===== src/rtl/fpu_pkg.sv =====
// Shared encodings, FSM states and format helpers for the iterative FP mul/div unit.
package fpu_pkg;

  localparam logic [1:0] FPU_MUL = 2'b00;
  localparam logic [1:0] FPU_DIV = 2'b01;

  localparam int FL_NV = 4;
  localparam int FL_DZ = 3;
  localparam int FL_OF = 2;
  localparam int FL_UF = 1;
  localparam int FL_NX = 0;

  typedef enum logic [2:0] {
    S_IDLE,
    S_UNPACK,
    S_ITER,
    S_NORM,
    S_ROUND
  } state_t;

  // Canonical quiet NaN in the low 1+exp_w+man_w bits: sign 0, exp all-ones, frac MSB set.
  function automatic logic [63:0] qnan(input int exp_w, input int man_w);
    logic [63:0] e_ones;
    e_ones = (64'd1 << exp_w) - 64'd1;
    return (e_ones << man_w) | (64'd1 << (man_w - 1));
  endfunction

  function automatic int bias(input int exp_w);
    return (1 << (exp_w - 1)) - 1;
  endfunction

endpackage


===== src/rtl/fpu_classify.sv =====
// Combinational operand decode: fields, significand with hidden bit, class bits.
module fpu_classify #(
  parameter int EXP_W = 8,
  parameter int MAN_W = 23
) (
  input  logic [EXP_W+MAN_W:0] x,
  output logic                 sign,
  output logic [EXP_W-1:0]     exp,
  output logic [MAN_W:0]       sig,
  output logic                 is_zero,
  output logic                 is_inf,
  output logic                 is_nan,
  output logic                 is_snan,
  output logic                 is_sub
);

  logic [MAN_W-1:0] frac;
  logic             e_zero;
  logic             e_ones;

  assign sign    = x[EXP_W+MAN_W];
  assign exp     = x[EXP_W+MAN_W-1:MAN_W];
  assign frac    = x[MAN_W-1:0];
  assign e_zero  = (exp == '0);
  assign e_ones  = &exp;

  assign is_zero = e_zero && (frac == '0);
  assign is_sub  = e_zero && (frac != '0);
  assign is_inf  = e_ones && (frac == '0);
  assign is_nan  = e_ones && (frac != '0);
  assign is_snan = is_nan && !frac[MAN_W-1];
  // Subnormals carry no hidden bit and are treated as zero downstream.
  assign sig     = e_zero ? '0 : {1'b1, frac};

endmodule


===== src/rtl/fpu_muldiv_iter.sv =====
// Iterative FP multiply/divide: bit-serial shift-add multiply, restoring divide,
// RNE rounding with flush-to-zero, fixed MAN_W+5 cycle latency.
module fpu_muldiv_iter
  import fpu_pkg::*;
#(
  parameter int EXP_W = 8,
  parameter int MAN_W = 23
) (
  input  logic                 clk,
  input  logic                 rst,
  input  logic                 req,
  input  logic [1:0]           fpu_op,
  input  logic [EXP_W+MAN_W:0] op_a,
  input  logic [EXP_W+MAN_W:0] op_b,
  output logic                 busy,
  output logic                 ack,
  output logic [EXP_W+MAN_W:0] result,
  output logic [4:0]           flags
);

  localparam int W     = 1 + EXP_W + MAN_W;
  localparam int M     = MAN_W + 1;
  localparam int CNT_W = $clog2(MAN_W + 3);
  localparam int EW    = EXP_W + 2;

  localparam logic [CNT_W-1:0]    LAST   = CNT_W'(MAN_W + 1);
  localparam logic signed [EW-1:0] BIAS  = EW'(bias(EXP_W));
  localparam logic signed [EW-1:0] EMAX  = EW'((1 << EXP_W) - 1);
  localparam logic signed [EW-1:0] E_ONE = 1;
  localparam logic signed [EW-1:0] E_ZERO = 0;
  localparam logic [63:0]         QNAN64 = qnan(EXP_W, MAN_W);
  localparam logic [W-1:0]        QNAN   = QNAN64[W-1:0];

  state_t state, state_nx;

  logic [W-1:0]   a_q, b_q;
  logic [1:0]     op_q;
  logic           sgn_q;
  logic signed [EW-1:0] exp_q;
  logic [2*M-1:0] acc;       // product (mul) or partial remainder (div)
  logic [M:0]     qb;        // multiplier bits (mul) or quotient (div)
  logic [M-1:0]   dsig;      // addend (mul) or divisor (div)
  logic [CNT_W-1:0] cnt;
  logic [M-1:0]   n_sig;
  logic           n_g, n_s;
  logic           sp_hit;
  logic [W-1:0]   sp_res;
  logic [4:0]     sp_fl;

  logic             a_sign, b_sign, a_zero, b_zero, a_inf, b_inf;
  logic             a_nan, b_nan, a_snan, b_snan, a_sub, b_sub;
  logic [EXP_W-1:0] a_exp, b_exp;
  logic [M-1:0]     a_sig, b_sig;

  fpu_classify #(.EXP_W(EXP_W), .MAN_W(MAN_W)) u_cls_a (
    .x(a_q), .sign(a_sign), .exp(a_exp), .sig(a_sig), .is_zero(a_zero),
    .is_inf(a_inf), .is_nan(a_nan), .is_snan(a_snan), .is_sub(a_sub)
  );

  fpu_classify #(.EXP_W(EXP_W), .MAN_W(MAN_W)) u_cls_b (
    .x(b_q), .sign(b_sign), .exp(b_exp), .sig(b_sig), .is_zero(b_zero),
    .is_inf(b_inf), .is_nan(b_nan), .is_snan(b_snan), .is_sub(b_sub)
  );

  // ---------------- FSM ----------------
  always_ff @(posedge clk or posedge rst) begin
    if (rst) state <= S_IDLE;
    else     state <= state_nx;
  end

  always_comb begin
    state_nx = state;
    case (state)
      S_IDLE:   if (req) state_nx = S_UNPACK;
      S_UNPACK: state_nx = S_ITER;
      S_ITER:   if (cnt == LAST) state_nx = S_NORM;
      S_NORM:   state_nx = S_ROUND;
      S_ROUND:  state_nx = S_IDLE;
      default:  state_nx = S_IDLE;
    endcase
  end

  assign busy = (state != S_IDLE);

  // ---------------- unpack / special cases ----------------
  logic                 sgn, za, zb, a_lt, hit;
  logic [W-1:0]         sp_res_nx, inf_v, zero_v;
  logic [4:0]           sp_fl_nx;
  logic signed [EW-1:0] exp_mul, exp_div;

  always_comb begin
    sgn     = a_sign ^ b_sign;
    za      = a_zero | a_sub;
    zb      = b_zero | b_sub;
    a_lt    = (a_sig < b_sig);
    inf_v   = {sgn, {EXP_W{1'b1}}, {MAN_W{1'b0}}};
    zero_v  = {sgn, {(W-1){1'b0}}};
    exp_mul = $signed({2'b00, a_exp}) + $signed({2'b00, b_exp}) - BIAS;
    // Dividend is pre-shifted when smaller so the quotient always lands in [1,2).
    exp_div = $signed({2'b00, a_exp}) - $signed({2'b00, b_exp}) + BIAS - (a_lt ? E_ONE : E_ZERO);

    hit       = 1'b1;
    sp_res_nx = QNAN;
    sp_fl_nx  = '0;
    if (op_q[1]) begin
      sp_fl_nx[FL_NV] = 1'b1;
    end else if (a_nan || b_nan) begin
      sp_fl_nx[FL_NV] = a_snan | b_snan;
    end else if (op_q == FPU_MUL) begin
      if ((za && b_inf) || (a_inf && zb)) sp_fl_nx[FL_NV] = 1'b1;
      else if (a_inf || b_inf)            sp_res_nx = inf_v;
      else if (za || zb)                  sp_res_nx = zero_v;
      else                                hit = 1'b0;
    end else begin
      if ((za && zb) || (a_inf && b_inf)) sp_fl_nx[FL_NV] = 1'b1;
      else if (a_inf)                     sp_res_nx = inf_v;
      else if (zb) begin
        sp_res_nx = inf_v;
        sp_fl_nx[FL_DZ] = 1'b1;
      end
      else if (b_inf || za)               sp_res_nx = zero_v;
      else                                hit = 1'b0;
    end
  end

  // ---------------- iteration datapath ----------------
  logic [M:0] rem, diff;
  logic       ge;

  always_comb begin
    rem  = acc[M:0];
    diff = rem - {1'b0, dsig};
    ge   = ~diff[M];
  end

  always_ff @(posedge clk or posedge rst) begin
    if (rst) begin
      a_q    <= '0;
      b_q    <= '0;
      op_q   <= '0;
      sgn_q  <= 1'b0;
      exp_q  <= '0;
      acc    <= '0;
      qb     <= '0;
      dsig   <= '0;
      cnt    <= '0;
      n_sig  <= '0;
      n_g    <= 1'b0;
      n_s    <= 1'b0;
      sp_hit <= 1'b0;
      sp_res <= '0;
      sp_fl  <= '0;
    end else begin
      case (state)
        S_IDLE: if (req) begin
          a_q  <= op_a;
          b_q  <= op_b;
          op_q <= fpu_op;
        end
        S_UNPACK: begin
          sgn_q  <= sgn;
          sp_hit <= hit;
          sp_res <= sp_res_nx;
          sp_fl  <= sp_fl_nx;
          cnt    <= '0;
          if (op_q == FPU_DIV) begin
            exp_q <= exp_div;
            acc   <= a_lt ? {{(M-1){1'b0}}, a_sig, 1'b0} : {{M{1'b0}}, a_sig};
            qb    <= '0;
            dsig  <= b_sig;
          end else begin
            exp_q <= exp_mul;
            acc   <= '0;
            qb    <= {1'b0, b_sig};
            dsig  <= a_sig;
          end
        end
        S_ITER: begin
          cnt <= cnt + 1'b1;
          if (op_q == FPU_DIV) begin
            acc <= {{(M-1){1'b0}}, (ge ? diff[M-1:0] : rem[M-1:0]), 1'b0};
            qb  <= {qb[M-1:0], ge};
          end else if (cnt != LAST) begin
            // MSB-first shift-add; the last ITER cycle is left idle.
            acc <= (acc << 1) + (qb[M-1] ? {{M{1'b0}}, dsig} : '0);
            qb  <= qb << 1;
          end
        end
        S_NORM: begin
          if (op_q == FPU_DIV) begin
            n_sig <= qb[M:1];
            n_g   <= qb[0];
            n_s   <= |acc;
          end else if (acc[2*M-1]) begin
            n_sig <= acc[2*M-1:M];
            n_g   <= acc[M-1];
            n_s   <= |acc[M-2:0];
            exp_q <= exp_q + E_ONE;
          end else begin
            n_sig <= acc[2*M-2:M-1];
            n_g   <= acc[M-2];
            n_s   <= |acc[M-3:0];
          end
        end
        default: ;
      endcase
    end
  end

  // ---------------- round / pack ----------------
  logic                 rnd_up;
  logic [M:0]           sum;
  logic signed [EW-1:0] exp_r;
  logic [MAN_W-1:0]     frac_r;
  logic [W-1:0]         res_nx;
  logic [4:0]           fl_nx;

  always_comb begin
    rnd_up = n_g & (n_s | n_sig[0]);
    sum    = {1'b0, n_sig} + {{M{1'b0}}, rnd_up};
    exp_r  = sum[M] ? exp_q + E_ONE : exp_q;
    frac_r = sum[M] ? sum[MAN_W:1] : sum[MAN_W-1:0];
    res_nx = {sgn_q, exp_r[EXP_W-1:0], frac_r};
    fl_nx  = '0;
    if (sp_hit) begin
      res_nx = sp_res;
      fl_nx  = sp_fl;
    end else if (exp_r >= EMAX) begin
      res_nx        = {sgn_q, {EXP_W{1'b1}}, {MAN_W{1'b0}}};
      fl_nx[FL_OF]  = 1'b1;
      fl_nx[FL_NX]  = 1'b1;
    end else if (exp_r < E_ONE) begin
      res_nx        = {sgn_q, {(W-1){1'b0}}};
      fl_nx[FL_UF]  = 1'b1;
      fl_nx[FL_NX]  = 1'b1;
    end else begin
      fl_nx[FL_NX]  = n_g | n_s;
    end
  end

  always_ff @(posedge clk or posedge rst) begin
    if (rst) begin
      ack    <= 1'b0;
      result <= '0;
      flags  <= '0;
    end else begin
      ack <= (state == S_ROUND);
      if (state == S_ROUND) begin
        result <= res_nx;
        flags  <= fl_nx;
      end
    end
  end

endmodule


===== config.mk =====
export PLATFORM = sky130hd
export DESIGN_NAME = fpu_muldiv_iter
export DESIGN_NICKNAME = d
export VERILOG_FILES = /design/src/rtl/fpu_pkg.sv /design/src/rtl/fpu_classify.sv /design/src/rtl/fpu_muldiv_iter.sv
export SDC_FILE = /design/constraint.sdc
export NUM_CORES = 1
export LEC_CHECK = 0
export CORE_ASPECT_RATIO = 0.75
export CORE_MARGIN = 3
export CORE_UTILIZATION = 58
export DETAILED_ROUTE_END_ITERATION = 10
export PLACE_DENSITY = 0.85
export REMOVE_ABC_BUFFERS = 1
export SYNTH_ARGS = -nofsm -noshare
export SYNTH_HDL_FRONTEND = slang
export SYNTH_SLANG_ARGS = --single-unit

===== constraint.sdc =====
create_clock -name clk -period 11.18 [get_ports clk]
set_input_delay 1.118 -clock clk [delete_from_list [all_inputs] [get_ports clk]]
set_output_delay 1.118 -clock clk [all_outputs]
set_load 0.005 [all_outputs]

; ---- Word level (Yosys, flattened, before mapping)
; Index checks and enable logic that the tools add are counted.
[totals]
mem_bits_ro = 0
latchBits = 0
ramBits = 0
in_bits = 69
mem_count = 0
output_inout_bits = 39
register_bits = 281
elab_cells = 166
[classes]
mux = 72
n_eq_ne = 12
n_lt_le_gt_ge = 3
n_shift = 0
add_sub_neg = 10
div_mod_pow = 0
n_reduce_logical = 42
mul = 0
n_bitwise = 8
[ops]
columns = cell, n
row1 = two-way mux 32 bit, 11
row2 = two-way mux 24 bit, 8
row3 = two-way mux 25 bit, 4
row4 = two-way mux 48 bit, 2
row5 = one-hot mux 48 bit (2 select lines), 1
row6 = two-way mux 31 bit, 2
row7 = one-hot mux 25 bit (2 select lines), 1
row8 = adder 48 x 24 -> 48 bit, 1
row9 = OR reduction 48 bit, 1
row10 = zero test 23 bit, 2
row11 = nonzero test 23 bit, 2
row12 = two-way mux 10 bit, 4
row13 = two-way mux 1 bit, 31
row14 = adder 24 x 1 -> 25 bit, 1
row15 = subtractor 25 x 24 -> 25 bit, 1
row16 = < comparator 24 bit, 1
row17 = two-way mux 23 bit, 1
row18 = OR reduction 23 bit, 1
row19 = OR reduction 22 bit, 1
row20 = one-hot mux 10 bit (2 select lines), 1
row21 = zero test 8 bit, 2
row22 = AND reduction 8 bit, 2
row23 = logical AND 1 bit, 14
row24 = one-hot mux 3 bit (4 select lines), 1
row25 = other kinds (32), 51

; ---- Depth between registers and ports, before layout
; Gate-level depths: netlist of the first run.
[depth]
depth_word = 11
depth_mapped = 29
depth_no_buf = 26

; ---- Modules after synthesis
; A second synthesis of the first run with hierarchy kept.
[unflattened]
cells_unflattened = 2049
hier_area_um2 = 17778.3
[modules_own_cells]
columns = module, instances, cells_per_inst, seq_area_each_um2, area_per_inst_um2
row1 = fpu_muldiv_iter, 1, 1939, 6306.0, 17027.6
row2 = fpu_classify, 2, 55, 0.0, 375.4

; ---- Worst setup path after synthesis of the first run
; OpenSTA, ideal clock, no wires.
[synth_path]
path_kind = flip-flop to flip-flop
from = reg a_q[24]
to = reg exp_q[9]
synth_period_minus_slack_ns = 5.365
n_path_buf = 3
stages_incl_launch_ff = 29
t_required_ns = 11.114
slack_ns = 5.815
arrival_time_ns = 5.299
setup_time_ns = 0.066
path_cell_list = dfrtp_1 or4_4 nor2_4 inv_2 clkbuf_1 buf_1 nand2_1 inv_1 ha_1 and4_1 a21oi_1 a211oi_1 a311o_1 nor3_4 buf_6 inv_1 ha_1 ha_1 inv_1 fa_1 nor2b_1 o21ai_0 a21oi_1 o21ai_0 nand2b_1 a2111oi_0 o21ai_0 o41ai_1 a22o_1
[synth_between]
elab_chain_len = 7
elab_cells_between_ends = 11
cone_classes = 5 x add/sub / 1 x order compare / 4 x mux / 1 x reduce/logical
[synth_lines]
columns = item, line_no
row1 = start: declaration, fpu_muldiv_iter.sv:36  ; logic [W-1:0] a_q, b_q;
row2 = start signal: assignment, fpu_muldiv_iter.sv:156  ; a_q <= op_a;
row3 = zero test 8 bit, fpu_classify.sv:24  ; assign e_zero = (exp == '0);
row4 = two-way mux 24 bit, fpu_classify.sv:33  ; assign sig = e_zero ? '0 : {1'b1, frac};
row5 = < comparator 24 bit, fpu_muldiv_iter.sv:95  ; a_lt = (a_sig < b_sig);
row6 = two-way mux 1 bit, fpu_muldiv_iter.sv:100  ; exp_div = $signed({2'b00, a_exp}) - $signed({2'b00, b_exp}) + BIAS - (a_lt ? E_ONE : E_ZERO);
row7 = subtractor 10 x 2 -> 10 bit, fpu_muldiv_iter.sv:100
row8 = two-way mux 10 bit (*), fpu_muldiv_iter.sv:166  ; if (op_q == FPU_DIV) begin
row9 = one-hot mux 10 bit (2 select lines) (*), fpu_muldiv_iter.sv:154  ; case (state)
row10 = end signal: assignment, fpu_muldiv_iter.sv:167  ; exp_q <= exp_div;
row11 = end signal: assignment, fpu_muldiv_iter.sv:172  ; exp_q <= exp_mul;
row12 = end signal: assignment, fpu_muldiv_iter.sv:198  ; exp_q <= exp_q + E_ONE;
row13 = end: declaration, fpu_muldiv_iter.sv:39  ; logic signed [EW-1:0] exp_q;
; Mark *: on every way between the ends. The rest lies on a longest branch, timed or not.
; A chain may end at the register's enable or synchronous reset.

; ---- Worst setup path after layout of the first run
; Ends and elaborated chain as after synthesis.

==> reports/metrics.cfg, run 1 <==
[outcome]
outcome=finished, final reports clean

[global_route]
grt_max_degree=107
antenna_found_initial=1
grt_pass1_vias=14800
grt_overflow=0
grt_pass1_wl_um=79900
track_usage=0.312

[sta]
hold_ws_ns=0.475
final.setup_skew_ns=0.0246
rsz0062_at_grt=false
setup_viol=0
min_period_ns=5.44
relSlewSlack=0.116
fin_setup_tns_ns=0
fmax_ghz=0.184
tightest_slew_ns=1.32
drv_slew=0
timing.final.crit_share=0.487
hold_viol=0

[pwr]
clock_power_share=0.140
seq_power_share=0.269
power_frac_comb=0.590
power.share.switching=0.479
vdd_drop_max_v=0.000385
p_int_mw=3.50
switching_power_mw=3.21
pwr_density_cell_mw_per_mm2=346
p_leak_nw=8.66

[critical_path]
cp_data_arrival_time_ns=5.93
crit_slowest_cell=or4_4
worstRegToRegCells=26
r2r-start=a_q[24]
crit_required_ns=11.66
crit_path_max_incr_delay_ns=0.58
reg2reg_slack_ns=5.74
r2r-end=exp_q[9]
crit_start=a_q[24]
cp_common_cell=o21ai_0
cp-endpoint=exp_q[9]
crit_path_start_kind=flip-flop
path_max_fanout=27
endpoint_kind=flip-flop
worstSetupPathType=reg2reg

[clock_tree]
cts_buffers=27
ctsHoldBuffers=0
clk_path_buf_depth=3
cts_tree=done
h-tree-depth=1
ctsResizeCount=0
insertion_delay_ns=0.56
cts_setup_buffers=0
clockRootBuffer=clkbuf_16
cts.clk_slew.worst_paths_ns=0.06
clkSinkCount=252

[yosys]
ys_types=79
synth-seq-cells=252
syn_area_mm2=0.0171
yosys_warnings=0
synth_edf_count=0
syn-mean-instance-area_um2=8.65
seq_area_frac_synth=0.368
async_flop_share=1.00
synth_top_area_cell=dfrtp_1
netlist_instances=1980
yosys-top-cells-area=dfrtp_1, ha_1, nand2_1
synthFlopType=dfrtp_1
yosys.area.top_type_share=0.368

[drt]
wl_per_cell_um=20.6
drt-total-wl_um=50200
route.detailed.drc=0
drt-initial-drc-count=1890
via_per_inst=6.48
vias=15800
ant_nets=0
firstDrtPassIters=7

[floorplanning]
start_util=0.601
ioPinCount=108
dieWidth_um=204
dieArea_mm2=0.0317
core.rowCount=53
core-area_mm2=0.0285
chipHeight_um=155

[place]
portBuffers=107
post_dp_cell_area_mm2=0.0185
place.gp.congestion=0.971
place_hpwl_um=36300

[finish]
mostFrequentLayoutCell=dfrtp_1
final_cell_mix=dfrtp_1, nand2_1, o21ai_0
area_delta_synth_final_pct=13.2
fin_util=0.680
fin_area_mm2=0.0194
layout-drive-gt1-share=0.0733
layout.nets=2205
n_antenna_cell=0

[worst_hold_path]
worstHoldPathType=reg2reg

[job]
maxCapViolations=0

[power by group through the flow]
stage	sequential (mW)	combinational (mW)	clock, mW
final	1.81	3.96	0.942
after global routing	1.85	4.37	0.987
after CTS	1.78	3.91	0.947
after detailed placement	1.79	3.86	0
after global placement	1.77	3.74	0
after floorplan	1.59	2.91	0
[cell type report]
class,instances,area [µm²]
fill,2258,9120
timing repair buffer,129,1240
tap,385,482
clock buffer,35,756
inverter,96,368
sequential,252,6310
clock inverter,14,169
multi-input combinational,1521,10100
[cell families after synthesis]
logic type / share of synthesized area
AO/OA/AOI/OAI: 0.191
buffers and inverters: 0.0463
flip-flops: 0.368
XOR/XNOR: 0.0552
multiplexers: 0.0706
AND/OR/NAND/NOR: 0.187
adder cells (fa/ha/maj): 0.0818
[per-layer routing]
metal,GRT usage,vias up,routed length (µm)
li1,-,7207,-
met1,0.475,7589,22300
met2,0.462,843,21300
met3,0.0537,120,5150
met4,0.0806,0,1360
met5,0,-,0
[stage by stage]
stage / cells / setup slack (ns) / power [mW]
finish: 2432 / 5.74 / 6.71
global route: 2432 / 5.31 / 7.21
CTS: 2432 / 5.78 / 6.63
detailed placement: 2383 / 5.82 / 5.66
global placement: 2383 / 6.00 / 5.51
floorplan: 1869 / 3.13 / 4.50
[worst min path at each step]
stage,startpoint,endpoint,slack [ns],cells after the start
after global placement,result[6],result[6],0.45,2
after detailed placement,result[10],result[10],0.46,2
after floorplan,sp_fl[3],sp_fl[3],0.44,2
after global routing,result[8],result[8],0.50,2
after CTS,result[6],result[6],0.48,2
final,result[6],result[6],0.48,2
[flip-flops by register name, indices dropped and copies added (netlist names), 5 cells and up]
name	cells
acc	48
a_q	32
b_q	32
result	32
qb	25
dsig	24
n_sig	24
exp_q	10
cnt	5
flags	5
[cell usage after synthesis, drive strengths merged (47+ instances only)]
| master | instances |
|---|---|
| dfrtp | 252 |
| xnor2 | 52 |
| mux2i | 51 |
| xor2 | 56 |
| and3 | 47 |
| nand2 | 246 |
| nand3 | 55 |
| inv | 96 |
| ha | 104 |
| a21oi | 122 |
| nor2 | 159 |
| o21ai | 170 |
| mux2 | 62 |
| clkbuf | 96 |
[critical path: cells and delay by family (launching register included)]
family          cells  cell delay [ns]
flops               1             0.46
fa+ha+maj           4             0.88
simple gates        7             1.43
compound gates     11             2.12
buf+inv             4             0.46
No activity file was read; power rests on OpenSTA's default activity.
==> inputs of run 2 (changes only) <==
--- a/config.mk
+++ b/config.mk
@@ -7,7 +7,7 @@
 export LEC_CHECK = 0
 export CORE_ASPECT_RATIO = 0.75
 export CORE_MARGIN = 3
-export CORE_UTILIZATION = 58
+export CORE_UTILIZATION = 55
 export DETAILED_ROUTE_END_ITERATION = 10
 export PLACE_DENSITY = 0.85
 export REMOVE_ABC_BUFFERS = 1
==> constraint.sdc (replaced) <==
create_clock -name clk -period 4.4 [get_ports clk]
set_input_delay 0.44 -clock clk [delete_from_list [all_inputs] [get_ports clk]]
set_output_delay 0.44 -clock clk [all_outputs]
set_load 0.005 [all_outputs]
==> reports/metrics.cfg, run 2 (synthesis gave the netlist of run 1 again) <==
[outcome]
failed_checks=setup timing
outcome=complete, but fails checks

[drt]
drt-initial-drc-count=2128
wl_per_cell_um=21.2
via_per_inst=6.42
ant_nets=0
route.detailed.drc=0
drt-total-wl_um=53900
firstDrtPassIters=7
vias=16300

[finish]
final_cell_mix=dfrtp_1, nand2_1, o21ai_0
regArea_mm2=0.00631
regMostFlops=acc
num-fill-cells=2378
layout-drive-gt1-share=0.128
n_antenna_cell=0
mostFrequentLayoutCell=dfrtp_1
largest_reg_flops=48
multi_input_comb_area_mm2=0.0103
area_delta_synth_final_pct=19.2
layout.cells.non_filler=2540
fin_util=0.671
layout.nets=2299

[sta]
timing.final.ws_setup_ns=-0.494
min_period_ns=4.89
hold_viol=0
final.setup_skew_ns=0.0119
rsz0062_at_grt=true
setup_viol=6
fmax_ghz=0.204
timing.final.crit_share=1.11
tightest_slew_ns=0.971
relSlewSlack=0.350
drv_slew=0

[critical_path]
crit_slowest_cell=or4_4
crit_path_max_incr_delay_ns=0.56
r2r-start=a_q[24]
reg2reg_slack_ns=-0.49
crit_path_start_kind=flip-flop
worstSetupPathType=reg2reg
worstRegToRegCells=28
crit_start=a_q[24]
cp-endpoint=exp_q[7]
cp_data_arrival_time_ns=5.36
crit_required_ns=4.86
path_max_fanout=6
cp_common_cell=buf_4
r2r-end=exp_q[7]
endpoint_kind=flip-flop

[floorplanning]
core.rowCount=55
core-area_mm2=0.0304
ioPinCount=108
chipHeight_um=159
dieWidth_um=210
dieArea_mm2=0.0333
start_util=0.563

[pwr]
p_int_mw=9.88
p_leak_nw=9.20
power.share.switching=0.468
switching_power_mw=8.70
pwr_density_cell_mw_per_mm2=910
vdd_drop_max_v=0.00171
power_mw=18.6
clock_power_share=0.135
seq_power_share=0.238
power_frac_comb=0.627

[clock_tree]
cts_buffers=27
h-tree-depth=1
cts_tree=done
insertion_delay_ns=0.55
cts.clk_slew.worst_paths_ns=0.06
clockRootBuffer=clkbuf_16
clkSinkCount=252
ctsHoldBuffers=0
clk_path_buf_depth=3

[place]
place_inst=2481
portBuffers=107
place.gp.congestion=0.960
place_hpwl_um=38800
preCtsSetupSlack_ns=-0.695

[global_route]
grt_overflow=0
grt_pass1_wl_um=85900
grt_pass1_vias=15800
antenna_found_initial=0
track_usage=0.316
grt_max_degree=124

[worst_hold_path]
worstHoldPathType=in2async

[job]
maxCapViolations=0

-- run 2: changes by cell type in the layout (fill, tap and decap cells not counted), sizes merged --
cell and change:
buf +93, bufinv +1, clkbuf +3, clkinv +3, clkinvlp -4, inv -2
-- run 2: worst max-delay path, delay by kind of cell, from the launching register on --
family / cells / cell delay [ns]
and+or+nand+nor: 8 / 1.63
AOI/OAI and AO/OA: 7 / 0.86
xor gates and xnor gates: 1 / 0.14
adders and majority gates: 4 / 0.98
buffers and inverters: 8 / 0.77
DFF: 1 / 0.38
-- run 2: final cells by class --
| cell class | count | share of cell area |
|---|---|---|
| multi-input combinational | 1521 | 0.503 |
| inverter | 96 | 0.0183 |
| timing repair buffer | 222 | 0.0980 |
| sequential | 252 | 0.309 |
| tap | 399 | 0.0244 |
| clock buffer | 38 | 0.0400 |
| timing repair inverter | 1 | 0.000184 |
| clock inverter | 11 | 0.00772 |
-- run 2: routing by layer --
layer | track usage | up-vias | part of all wire
met5 | 0 | - | 0
met4 | 0.0800 | 0 | 0.031
met3 | 0.0604 | 130 | 0.10
met2 | 0.476 | 889 | 0.43
met1 | 0.471 | 7919 | 0.43
li1 | - | 7378 | -
-- run 2: power groups by stage --
stage	clock [mW]	sequential [mW]	combinational, mW
after floorplan	0	4.05	7.39
after global placement	0	4.34	10.3
after detailed placement	0	4.38	10.7
after CTS	2.52	4.37	11.3
after global routing	2.61	4.52	12.7
final	2.51	4.42	11.6
-- run 2: through the flow --
| step | cell area [µm²] | setup TNS, ns | hold WS, ns |
|---|---|---|---|
| floorplan | 16700 | -791.56 | 0.443 |
| detailed placement | 19200 | -2.16 | 0.464 |
| global route | 20400 | -3.42 | 0.467 |
| finish | 20400 | -2.12 | 0.456 |
| global placement | 19200 | -1.42 | 0.456 |
| CTS | 20400 | -1.09 | 0.440 |
-- run 2: how the worst min path moves through the flow --
stage | endpoint | slack (ns) | depth (start not counted)
4_1_cts | b_q[29] | 0.44 | 3
3_3_place_gp | result[6] | 0.46 | 2
5_1_grt | b_q[30] | 0.47 | 3
2_1_floorplan | sp_fl[3] | 0.44 | 2
6_report | acc[23] | 0.46 | 2
3_5_place_dp | result[10] | 0.46 | 2
-- run 2: repair_timing --
action | in CTS | in global routing
gates cloned | 1 | 0
setup endpoints to repair | 6 | 13
gates resized for setup | 40 | 4
buffers inserted | 6 | 3
pin swaps | 25 | 10
==> inputs of run 3 (changes only) <==
--- a/config.mk
+++ b/config.mk
@@ -9,6 +9,7 @@
 export CORE_MARGIN = 3
 export CORE_UTILIZATION = 55
 export DETAILED_ROUTE_END_ITERATION = 10
+export GPL_TIMING_DRIVEN = 0
 export PLACE_DENSITY = 0.85
 export REMOVE_ABC_BUFFERS = 1
 export SYNTH_ARGS = -nofsm -noshare
==> reports/metrics.cfg, run 3 (synthesis gave the netlist of run 1 again) <==
[outcome]
outcome=complete, but fails checks
failed_checks=capacitance limit, setup timing

[finish]
mostFrequentLayoutCell=dfrtp_1
largest_reg_flops=48
regMostFlops=acc
regArea_mm2=0.00631
final_cell_mix=dfrtp_1, nand2_1, o21ai_0
area_delta_synth_final_pct=17.2
fin_util=0.660
multi_input_comb_area_mm2=0.0105
fin_area_mm2=0.0201
layout-drive-gt1-share=0.107
num-fill-cells=2297
n_antenna_cell=0
layout.nets=2222
layout.cells.non_filler=2462

[drt]
drt-total-wl_um=52500
drt-initial-drc-count=2481
wl_per_cell_um=21.3
route.detailed.drc=0
via_per_inst=6.61
ant_nets=0
vias=16300
firstDrtPassIters=8

[place]
portBuffers=107
place_inst=2386
post_dp_cell_area_mm2=0.0186
place.gp.congestion=0.960
place_hpwl_um=35800

[sta]
tightest_slew_ns=1.49
fin_setup_tns_ns=-1.82
setup_viol=7
final.setup_skew_ns=0.0282
timing.final.crit_share=1.13
timing.final.ws_setup_ns=-0.576
min_period_ns=4.98
drv_slew=0
fmax_ghz=0.201
hold_viol=0
relSlewSlack=0.00705
rsz0062_at_grt=true

[worst_hold_path]
worstHoldPathType=in2async

[global_route]
track_usage=0.304
grt_max_degree=120
grt_overflow=0
grt_pass1_vias=15600
antenna_found_initial=0
grt_pass1_wl_um=82900

[pwr]
power_mw=18.4
vdd_drop_max_v=0.00122
p_leak_nw=8.85
pwr_density_cell_mw_per_mm2=918

[clock_tree]
clockRootBuffer=clkbuf_16
cts.clk_slew.worst_paths_ns=0.07
clk_path_buf_depth=3
h-tree-depth=1
cts_tree=done
clkSinkCount=252
cts_buffers=26
insertion_delay_ns=0.57

[floorplanning]
core-area_mm2=0.0304
start_util=0.563
chipHeight_um=159
core.rowCount=55
ioPinCount=108
dieArea_mm2=0.0333
dieWidth_um=210

[critical_path]
path_max_fanout=13
crit_slowest_cell=or4_4
crit_path_max_incr_delay_ns=0.56
cp_common_cell=ha_4
crit_required_ns=4.90
endpoint_kind=flip-flop
r2r-start=a_q[29]
crit_path_start_kind=flip-flop
worstSetupPathType=reg2reg
crit_start=a_q[29]
cp_data_arrival_time_ns=5.47

[job]
maxCapViolations=1

run 3: cell count changes in the layout (fill, tap and decap cells not counted), sizes merged:
cell / before / now
nand2: 246 / 247
inv: 97 / 99
clkbuf: 38 / 37
bufinv: 4 / 2
buf: 115 / 36
nor3: 31 / 32
run 3: cell type report:
type | count | share of cell area
Clock buffer | 37 | 0.0380
Clock inverter | 10 | 0.00623
Multi-Input combinational cell | 1523 | 0.522
Tap cell | 399 | 0.0249
Timing Repair Buffer | 143 | 0.0744
Inverter | 96 | 0.0193
Timing Repair inverter | 2 | 0.000873
Sequential cell | 252 | 0.314
run 3: routing by layer:
| layer | global-route usage | routed length, µm | vias up |
|---|---|---|---|
| met2 | 0.451 | 22900 | 1040 |
| met3 | 0.0768 | 6730 | 169 |
| met4 | 0.0846 | 1550 | 0 |
| met5 | 0 | 0 | - |
| met1 | 0.441 | 21300 | 7822 |
| li1 | - | - | 7249 |
run 3: power breakdown:
group          switching, mW  leakage, nW  total, mW  internal, mW
Clock                   1.02        0.438       2.35          1.34
Combinational           6.52         5.24       11.5          4.94
Sequential              1.37         3.17       4.62          3.24
run 3: stage by stage:
step | worst slack (ns) | hold WS (ns)
2_1_floorplan | -2.97 | 0.443
3_3_place_gp | -6.22 | 0.455
3_5_place_dp | -2.77 | 0.456
4_1_cts | -0.470 | 0.289
5_1_grt | -0.680 | 0.326
6_report | -0.576 | 0.269
run 3: timing repair:
item,4_1_cts,5_1_grt
gates cloned,4,0
pin swaps,33,11
setup endpoints to repair,58,42
gates resized for setup,69,23
hold buffers,0,0
buffers inserted,17,8
run 3: critical path: cells and delay by family, from the launching register on:
family	cells	cell delay, ns
simple gates	6	1.21
compound gates	10	1.95
flops	1	0.43
buf+inv	6	0.60
fa+ha+maj	4	0.71
run 3: final timing paths:
path                              to  slack (ns)  depth (start not counted)
max                         exp_q[9]       -0.58                         26
min                          acc[15]        0.27                          2
max reg2reg                 exp_q[9]       -0.58                         26
min reg2reg                result[2]        0.47                          2
max in group asynchronous    a_q[29]        3.15                          3
min in group clk             b_q[29]        0.44                          3
